## config.mk

```make
export PLATFORM = sky130hd
export DESIGN_NAME = uart_cmd_host
export DESIGN_NICKNAME = d
export VERILOG_FILES = /design/src/rtl/uart_cmd_host.sv
export SDC_FILE = /design/constraint.sdc
export NUM_CORES = 1
export LEC_CHECK = 0
export ABC_AREA = 1
export BUFFER_PORTS_ARGS = -buffer_cell sky130_fd_sc_hd__buf_2
export CELL_PAD_IN_SITES_DETAIL_PLACEMENT = 1
export CELL_PAD_IN_SITES_GLOBAL_PLACEMENT = 1
export CORE_AREA = 2 2 103 105
export CTS_CLUSTER_DIAMETER = 200
export DETAILED_ROUTE_END_ITERATION = 12
export DIE_AREA = 0 0 105 107
export PLACE_DENSITY_LB_ADDON = 0.1
export REMOVE_ABC_BUFFERS = 1
export SETUP_SLACK_MARGIN = 0.5
export SLEW_MARGIN = 20
export SYNTH_ARGS = -nofsm -noshare
export SYNTH_HDL_FRONTEND = slang
export SYNTH_SLANG_ARGS = --single-unit
```

## constraint.sdc

```tcl
create_clock -name CLK -period 1.95 [get_ports CLK]
set_input_delay 0.39 -clock CLK [delete_from_list [all_inputs] [get_ports CLK]]
set_output_delay 0.39 -clock CLK [all_outputs]
set_load 0.01 [all_outputs]
```

## src/rtl/uart_cmd_host.sv

```systemverilog
// -----------------------------------------------------------------------------
// uart_cmd_host
//
// Purpose:
//   Turns a single host command (register-file write/read or ALU request) into
//   a short byte frame for a UART transmitter, then collects the response bytes
//   from a UART receiver and reports them as one 16-bit response. A watchdog
//   counter abandons a command that stalls too long on the UART side.
//
// Ports:
//   CLK, RST        clock (rising edge) and asynchronous active-low reset
//   CMD_VLD         command request strobe, accepted only while CMD_BUSY=0
//   CMD_TYPE        0 RF_WR, 1 RF_RD, 2 ALU_OP, 3 ALU_NOP
//   CMD_ADDR        register address
//   CMD_DATA_A/B    write data / ALU operands
//   CMD_FUN         ALU function code
//   CMD_BUSY        command in flight
//   TX_DATA/TX_VLD  byte and one-cycle strobe towards the UART transmitter
//   TX_BUSY         transmitter busy (already synchronous to CLK)
//   RX_DATA/RX_VLD  byte and one-cycle strobe from the UART receiver
//   RSP_DATA        response, first received byte in the low half
//   RSP_VLD         one-cycle response-complete pulse
//   RSP_TIMEOUT     one-cycle timeout pulse
// -----------------------------------------------------------------------------
module uart_cmd_host #(
  parameter int          DATA_WIDTH     = 8,
  parameter int          RF_ADDR        = 4,
  parameter logic [15:0] TIMEOUT_CYCLES = 16'd4096
) (
  input  logic                    CLK,
  input  logic                    RST,
  input  logic                    CMD_VLD,
  input  logic [1:0]              CMD_TYPE,
  input  logic [RF_ADDR-1:0]      CMD_ADDR,
  input  logic [DATA_WIDTH-1:0]   CMD_DATA_A,
  input  logic [DATA_WIDTH-1:0]   CMD_DATA_B,
  input  logic [3:0]              CMD_FUN,
  output logic                    CMD_BUSY,
  output logic [DATA_WIDTH-1:0]   TX_DATA,
  output logic                    TX_VLD,
  input  logic                    TX_BUSY,
  input  logic [DATA_WIDTH-1:0]   RX_DATA,
  input  logic                    RX_VLD,
  output logic [2*DATA_WIDTH-1:0] RSP_DATA,
  output logic                    RSP_VLD,
  output logic                    RSP_TIMEOUT
);

  typedef enum logic [1:0] {
    OP_RF_WR   = 2'd0,
    OP_RF_RD   = 2'd1,
    OP_ALU_OP  = 2'd2,
    OP_ALU_NOP = 2'd3
  } op_t;

  typedef enum logic [2:0] {
    IDLE,
    SEND,
    WAIT_HI,
    WAIT_LO,
    RECV,
    DONE
  } state_t;

  localparam logic [15:0] TMO_LAST = TIMEOUT_CYCLES - 16'd1;

  state_t                  state;
  op_t                     typ_q;
  logic [RF_ADDR-1:0]      addr_q;
  logic [DATA_WIDTH-1:0]   a_q;
  logic [DATA_WIDTH-1:0]   b_q;
  logic [3:0]              fun_q;
  logic [1:0]              byte_idx;
  logic [1:0]              rx_cnt;
  logic [15:0]             tmo_cnt;
  logic                    counting;
  logic                    tmo_hit;

  // Byte number idx of the frame for a given command type. Byte 0 is the
  // type header; the rest carry the address, operands or function code.
  function automatic logic [DATA_WIDTH-1:0] frame_byte(
    input op_t                   typ,
    input logic [1:0]            idx,
    input logic [RF_ADDR-1:0]    addr,
    input logic [DATA_WIDTH-1:0] a,
    input logic [DATA_WIDTH-1:0] b,
    input logic [3:0]            fun
  );
    logic [DATA_WIDTH-1:0] res;
    res = '0;
    case (typ)
      OP_RF_WR: begin
        case (idx)
          2'd0:    res = DATA_WIDTH'(8'hAA);
          2'd1:    res = DATA_WIDTH'(addr);
          default: res = a;
        endcase
      end
      OP_RF_RD: begin
        if (idx == 2'd0) res = DATA_WIDTH'(8'hBB);
        else             res = DATA_WIDTH'(addr);
      end
      OP_ALU_OP: begin
        case (idx)
          2'd0:    res = DATA_WIDTH'(8'hCC);
          2'd1:    res = a;
          2'd2:    res = b;
          default: res = DATA_WIDTH'(fun);
        endcase
      end
      OP_ALU_NOP: begin
        if (idx == 2'd0) res = DATA_WIDTH'(8'hDD);
        else             res = DATA_WIDTH'(fun);
      end
    endcase
    return res;
  endfunction

  // Index of the final frame byte for each command type.
  function automatic logic [1:0] frame_last(input op_t typ);
    logic [1:0] res;
    case (typ)
      OP_RF_WR:  res = 2'd2;
      OP_RF_RD:  res = 2'd1;
      OP_ALU_OP: res = 2'd3;
      default:   res = 2'd1;
    endcase
    return res;
  endfunction

  // Number of response bytes the far end returns for each command type.
  function automatic logic [1:0] rsp_count(input op_t typ);
    logic [1:0] res;
    case (typ)
      OP_RF_WR: res = 2'd0;
      OP_RF_RD: res = 2'd1;
      default:  res = 2'd2;
    endcase
    return res;
  endfunction

  // The watchdog only runs while waiting on the UART. Its terminal count marks
  // the timeout cycle itself, so RSP_TIMEOUT is decoded directly from state and
  // counter: the pulse lands in the last busy cycle and the FSM is back in IDLE
  // one cycle later. TX_VLD is decoded the same way so the first byte can go
  // out in the cycle right after acceptance; the timeout suppresses it.
  assign counting    = (state == SEND) || (state == WAIT_HI) ||
                       (state == WAIT_LO) || (state == RECV);
  assign tmo_hit     = counting && (tmo_cnt == TMO_LAST);
  assign RSP_TIMEOUT = tmo_hit;
  assign TX_VLD      = (state == SEND) && !TX_BUSY && !tmo_hit;

  // Command FSM: captures the command, walks the frame one byte per
  // transmitter handshake (wait for busy to rise, then to fall), gathers the
  // response bytes and flags completion. Every transition and every accepted
  // response byte restarts the watchdog; the timeout overrides everything.
  always_ff @(posedge CLK or negedge RST) begin
    if (!RST) begin
      state    <= IDLE;
      typ_q    <= OP_RF_WR;
      addr_q   <= '0;
      a_q      <= '0;
      b_q      <= '0;
      fun_q    <= '0;
      byte_idx <= '0;
      rx_cnt   <= '0;
      tmo_cnt  <= '0;
      CMD_BUSY <= 1'b0;
      TX_DATA  <= '0;
      RSP_DATA <= '0;
      RSP_VLD  <= 1'b0;
    end else begin
      RSP_VLD <= 1'b0;
      if (tmo_hit) begin
        state    <= IDLE;
        tmo_cnt  <= '0;
        CMD_BUSY <= 1'b0;
      end else begin
        case (state)
          IDLE: begin
            tmo_cnt <= '0;
            if (CMD_VLD) begin
              typ_q    <= op_t'(CMD_TYPE);
              addr_q   <= CMD_ADDR;
              a_q      <= CMD_DATA_A;
              b_q      <= CMD_DATA_B;
              fun_q    <= CMD_FUN;
              byte_idx <= '0;
              rx_cnt   <= '0;
              RSP_DATA <= '0;
              CMD_BUSY <= 1'b1;
              TX_DATA  <= frame_byte(op_t'(CMD_TYPE), 2'd0, CMD_ADDR,
                                     CMD_DATA_A, CMD_DATA_B, CMD_FUN);
              state    <= SEND;
            end
          end

          SEND: begin
            if (!TX_BUSY) begin
              state   <= WAIT_HI;
              tmo_cnt <= '0;
            end else begin
              tmo_cnt <= tmo_cnt + 16'd1;
            end
          end

          WAIT_HI: begin
            if (TX_BUSY) begin
              state   <= WAIT_LO;
              tmo_cnt <= '0;
            end else begin
              tmo_cnt <= tmo_cnt + 16'd1;
            end
          end

          WAIT_LO: begin
            if (!TX_BUSY) begin
              tmo_cnt <= '0;
              if (byte_idx != frame_last(typ_q)) begin
                byte_idx <= 2'(byte_idx + 2'd1);
                TX_DATA  <= frame_byte(typ_q, 2'(byte_idx + 2'd1), addr_q,
                                       a_q, b_q, fun_q);
                state    <= SEND;
              end else if (rsp_count(typ_q) != 2'd0) begin
                state <= RECV;
              end else begin
                state   <= DONE;
                RSP_VLD <= 1'b1;
              end
            end else begin
              tmo_cnt <= tmo_cnt + 16'd1;
            end
          end

          RECV: begin
            if (RX_VLD) begin
              tmo_cnt <= '0;
              if (rx_cnt == 2'd0) RSP_DATA[DATA_WIDTH-1:0] <= RX_DATA;
              else                RSP_DATA[2*DATA_WIDTH-1:DATA_WIDTH] <= RX_DATA;
              rx_cnt <= 2'(rx_cnt + 2'd1);
              if (2'(rx_cnt + 2'd1) == rsp_count(typ_q)) begin
                state   <= DONE;
                RSP_VLD <= 1'b1;
              end
            end else begin
              tmo_cnt <= tmo_cnt + 16'd1;
            end
          end

          DONE: begin
            tmo_cnt  <= '0;
            CMD_BUSY <= 1'b0;
            state    <= IDLE;
          end

          default: begin
            tmo_cnt  <= '0;
            CMD_BUSY <= 1'b0;
            state    <= IDLE;
          end
        endcase
      end
    end
  end

endmodule

```

=== Word level (Yosys, flattened, before mapping) ===
Index checks and enable logic that the tools add are counted.

* Add/subtract/negate cells: 3
* Equal/unequal tests: 28
* Muxes and demuxes: 58
* Bitwise operators: 1
* Reduce and logical (&&, ||, !) cells: 25

{| class="wikitable"
|+ Operators by type and width
! kind !! number
|-
| $mux W16 || 6
|-
| $pmux W8 S4 || 2
|-
| $mux W8 || 7
|-
| $pmux W16 S3 || 1
|-
| $pmux W16 S2 || 1
|-
| $pmux W8 S2 || 2
|-
| $mux W2 || 14
|-
| $mux W3 || 8
|-
| $pmux W8 S3 || 1
|-
| $add A16 B1 Y16 const B || 1
|-
| $eq A16 B12 Y1 const B || 1
|-
| $pmux W2 S2 || 4
|-
| $ne A3 B3 Y1 const B || 5
|-
| $pmux W3 S5 || 1
|-
| $reduce_and A5 Y1 || 3
|-
| $eq A2 B2 Y1 const B || 5
|-
| $mux W1 || 9
|-
| $logic_not A2 Y1 || 4
|-
| $ne A2 B2 Y1 const B || 4
|-
| $eq A2 B1 Y1 const B || 3
|-
| $eq A3 B2 Y1 const B || 2
|-
| $ne A2 B1 Y1 const B || 3
|-
| $reduce_and A6 Y1 || 1
|-
| $reduce_bool A2 Y1 || 3
|-
| 17 further kinds || 24
|}

* Bits in registers: 75

=== Depth between registers and ports, before layout ===
* Depth after elaboration: 17
* Gate-level depth with buffers: 11

=== Worst setup path before layout ===
Ideal clock, no wire load.

* Kind: register -> output
* Start: reg tmo_cnt[0]
* End: out RSP_TIMEOUT
* Data arrival time: 1306 ps
* Setup slack: 254 ps
* Cell stages (with the launch flop): 8
* Buffers on the path: 0
* Path through: dfrtp_1 ha_1 nand3_1 inv_1 nand2_1 nor2_1 nand3_1 nor2_1

* Word-level cells in the longest chain between the ends: 2

{| class="wikitable"
|+ Ends and longest elaborated chain
! item !! RTL line !! source
|-
| start, declared || 75 || <nowiki>logic [15:0] tmo_cnt;</nowiki>
|-
| start signal, assigned || 203 || <nowiki>tmo_cnt <= tmo_cnt + 16'd1;</nowiki>
|-
| start signal, assigned || 212 || <nowiki>tmo_cnt <= tmo_cnt + 16'd1;</nowiki>
|-
| start signal, assigned || 231 || <nowiki>tmo_cnt <= tmo_cnt + 16'd1;</nowiki>
|-
| $eq A16 B12 Y1 || 149 || <nowiki>assign tmo_hit = counting && (tmo_cnt == TMO_LAST);</nowiki>
|-
| $logic_and A1 B1 Y1 || 149 ||
|-
| end, declared || 46 || <nowiki>output logic RSP_TIMEOUT</nowiki>
|}

No other way between the ends.

=== Final worst setup path ===
* Start: reg tmo_cnt[0]
* End: out TX_VLD

* Word-level cells in the longest chain between the ends: 4

{| class="wikitable"
|+ Ends and longest elaborated chain
! item !! RTL line !! source
|-
| $eq A16 B12 Y1 || 149 ||
|-
| $logic_and A1 B1 Y1 || 149 ||
|-
| $logic_not A1 Y1 || 151 || <nowiki>assign TX_VLD = (state == SEND) && !TX_BUSY && !tmo_hit;</nowiki>
|-
| $logic_and A1 B1 Y1 || 151 ||
|-
| end, declared || 40 || <nowiki>output logic TX_VLD,</nowiki>
|}

No other way between the ends.

==> impl_metrics.ini <==
[sta]
holdWs_ns = 0.258
tightest_slew_ns = 0.455
fmax_mhz = 493
worst_clock_skew_ns = 0.0114
rsz0062_at_grt = yes
timing.final.ws_setup_ns = -0.0779
hold_viol = 0
post-route-min-period_ns = 2.03
relSlewSlack = 0.693
finalSetupViolations = 5
drv_slew = 0
fin_crit_sh = 1.04

[finish]
antennaDiodeCount = 0
layout-drive-gt1-share = 0.415
syn_to_final_growth_pct = 44.3
final_core_util = 0.592
fin_nets = 702

[clocking]
cts-root-buf = clkbuf_8
htreeDepth = 3
cts_buffers = 9
clk_latency_ns = 0.36
clk_path_buf_depth = 2
cts.sinks = 75
clk_pin_slew_ns = 0.08
cts_tree = done

[floorplan]
core_area_um2 = 10100
dieArea_um2 = 11200
die_w_um = 105
start_util = 0.410
chipHeight_um = 107
rows = 37
boundaryPins = 67

[grt]
grt_max_degree = 38
grt_use_total = 0.243
grt_pass1_wl_mm = 21.4
antenna_found_initial = 0
grt_pass1_vias = 4342
grt.overflow.total = 0

[setup_path]
crit_type = flip-flop to output port
crit_chain = ha_4 > nand3_4 > buf_6 > nor2_4 > nand3_4 > nand3_2 > inv_2 > buf_6
slowest_delay_ns = 0.44
r2r_end = tmo_cnt[0]$_DFF_PN0_
start_kind = flip-flop
rr_worst_depth = 13
reg2reg_slack_ns = -0.01
crit_family = flip-flops
worstPathRequired_ns = 1.56
cp_max_fo = 2
critPathArrivalTime_ns = 1.64
endpoint_kind = output port
crit_buf_inv = 3
crit_slowest_cell = dfrtp_1
r2r-start = tmo_cnt[0]$_DFF_PN0_
startpoint = tmo_cnt[0]$_DFF_PN0_

[synth]
seq_area_frac_synth = 0.453
ys_types = 34
synthArstFlopShare = 1.00
yosysWarnings = 0
synth_area_um2 = 4140
synth_seq_cells = 75
synth_edf_count = 0
synth_cells = 527
synth_ff_type = dfrtp_1
syn_area_per_cell_um2 = 7.85

[power]
power.static_leakage_nw = 3.10
swShare = 0.424
power_switching_mw = 3.49
power.total_mw = 8.24
p_clk_frac = 0.157
max-vdd-ir-drop_uv = 580
seq_power_share = 0.287
p_per_area_nw_per_um2 = 1380
p_comb_frac = 0.555
power.internal_mw = 4.74

[hold_path]
hp-start = CMD_DATA_B[4]
hold_class = input pin to flip-flop
hold_end = b_q[4]$_DFFE_PN0P_
min_path_cells = 2

[route]
drt-total-wl_mm = 14.3
route.met3.wl_um = 451
firstDrtPassIters = 4
wl_met1_mm = 5.85
drtIter0Drc = 129
wl_met2_mm = 7.71
drcViolationCount = 0
ant_nets = 0
vias_per_cell = 5.14
vias = 4104
top_layer = met4
wire_per_inst_um = 17.9

[status]
violations = setup timing
status = finished with violations

[placement]
routabilityCongestion = 0.840
numPortBuffers = 66
dp_hpwl_mm = 8.47

[run]
maxCapViolations = 0
-- power by group through the flow --
| stage | logic (mW) | registers (mW) | clock network, mW |
|---|---|---|---|
| 2_1_floorplan | 2.06 | 2.35 | 0 |
| 3_3_place_gp | 3.03 | 2.34 | 0 |
| 3_5_place_dp | 3.15 | 2.36 | 0 |
| 4_1_cts | 3.90 | 2.35 | 1.32 |
| 5_1_grt | 5.01 | 2.42 | 1.39 |
| 6_report | 4.58 | 2.37 | 1.29 |
-- what timing repair did --
| item | 4_1_cts | 5_1_grt |
|---|---|---|
| pin swaps | 17 | 34 |
| gates resized for setup | 85 | 93 |
| hold endpoints to repair | 29 | 0 |
| setup endpoints to repair | 67 | 67 |
| setup buffers | 26 | 16 |
| hold buffers | 1 | 0 |
| gates cloned | 2 | 2 |
-- layer usage --
layer,up-vias,global-route usage
met5,-,0
met1,2061,0.275
met2,74,0.455
met3,18,0.0450
li1,1951,-
met4,0,0.0905
-- cells by family after synthesis --
kind of cell	count (synthesis)	share of synthesized area
AND/OR/NAND/NOR	292	0.322
flip-flops	75	0.453
buffers and inverters	74	0.0725
AO/OA/AOI/OAI	56	0.0738
multiplexers	16	0.0435
XOR/XNOR	8	0.0169
adder cells (fa/ha/maj)	6	0.0181
-- cell usage in the layout (no fill, tap or decap), types with 3 or more instances in the layout --
cell,netlist,final
nand2_2,1,22
clkbuf_8,0,12
inv_4,1,3
nand2_4,5,10
nand2_8,0,4
dfrtp_2,0,4
nor2_2,3,9
xor2_1,6,6
nand3_4,1,5
buf_4,2,38
buf_2,4,64
ha_4,0,4
clkbuf_1,4,3
nor2_4,5,11
inv_1,54,42
inv_2,7,14
buf_12,0,5
buf_6,1,17
nor2_1,65,53
nand3_2,2,11
a21oi_1,18,16
nand4_1,7,7
o21ai_0,29,16
o211ai_1,4,4
nand3_1,47,34
nand2_1,146,117
o21ai_2,3,9
mux2_4,0,16
dfrtp_1,75,71
o21ai_1,0,7
-- sequential cells by signal (all words and copies together) (netlist names), 2 cells and up --
register / flops
state: 3
fun_q: 4
typ_q: 2
a_q: 8
rx_cnt: 2
RSP_DATA: 16
b_q: 8
TX_DATA: 8
addr_q: 4
byte_idx: 2
tmo_cnt: 16
-- worst max path at each step --
stage | end | depth (start not counted)
finish | TX_VLD | 8
global route | RSP_TIMEOUT | 8
CTS | RSP_TIMEOUT | 8
detailed placement | RSP_TIMEOUT | 8
global placement | RSP_TIMEOUT | 8
floorplan | RSP_DATA[0]$_DFFE_PN0P_ | 7
-- synthesized netlist by cell type (all sizes together), types with 3 or more instances --
library cell | number | area share
nand4 | 7 | 0.011
nand2 | 152 | 0.15
mux2 | 16 | 0.044
clkbuf | 4 | 0.0036
ha | 6 | 0.018
inv | 62 | 0.057
o211ai | 4 | 0.0073
o21ai | 32 | 0.041
nand3 | 50 | 0.066
nor2 | 73 | 0.077
nor3 | 4 | 0.0048
xor2 | 6 | 0.013
buf | 7 | 0.011
nor3b | 3 | 0.011
a21oi | 18 | 0.022
dfrtp | 75 | 0.45
-- stage by stage --
step,TNS (ns),area (µm²),worst slack [ns],instances
floorplan,-2.59,4080,-0.166,516
global route,-1.06,5970,-0.167,798
detailed placement,0,4720,0.124,735
CTS,-0.155,5480,-0.0882,780
finish,-0.193,5970,-0.0779,798
global placement,0,4720,0.174,735
-- layout make-up --
type / count / area, µm²
clock buffer: 15 / 176
sequential: 75 / 1880
timing repair buffer: 129 / 1000
clock inverter: 1 / 30.0
fill: 1241 / 4120
tap: 136 / 170
multi-input combinational: 379 / 2440
inverter: 63 / 272
Note: power is estimated with default switching activity, not from simulation.
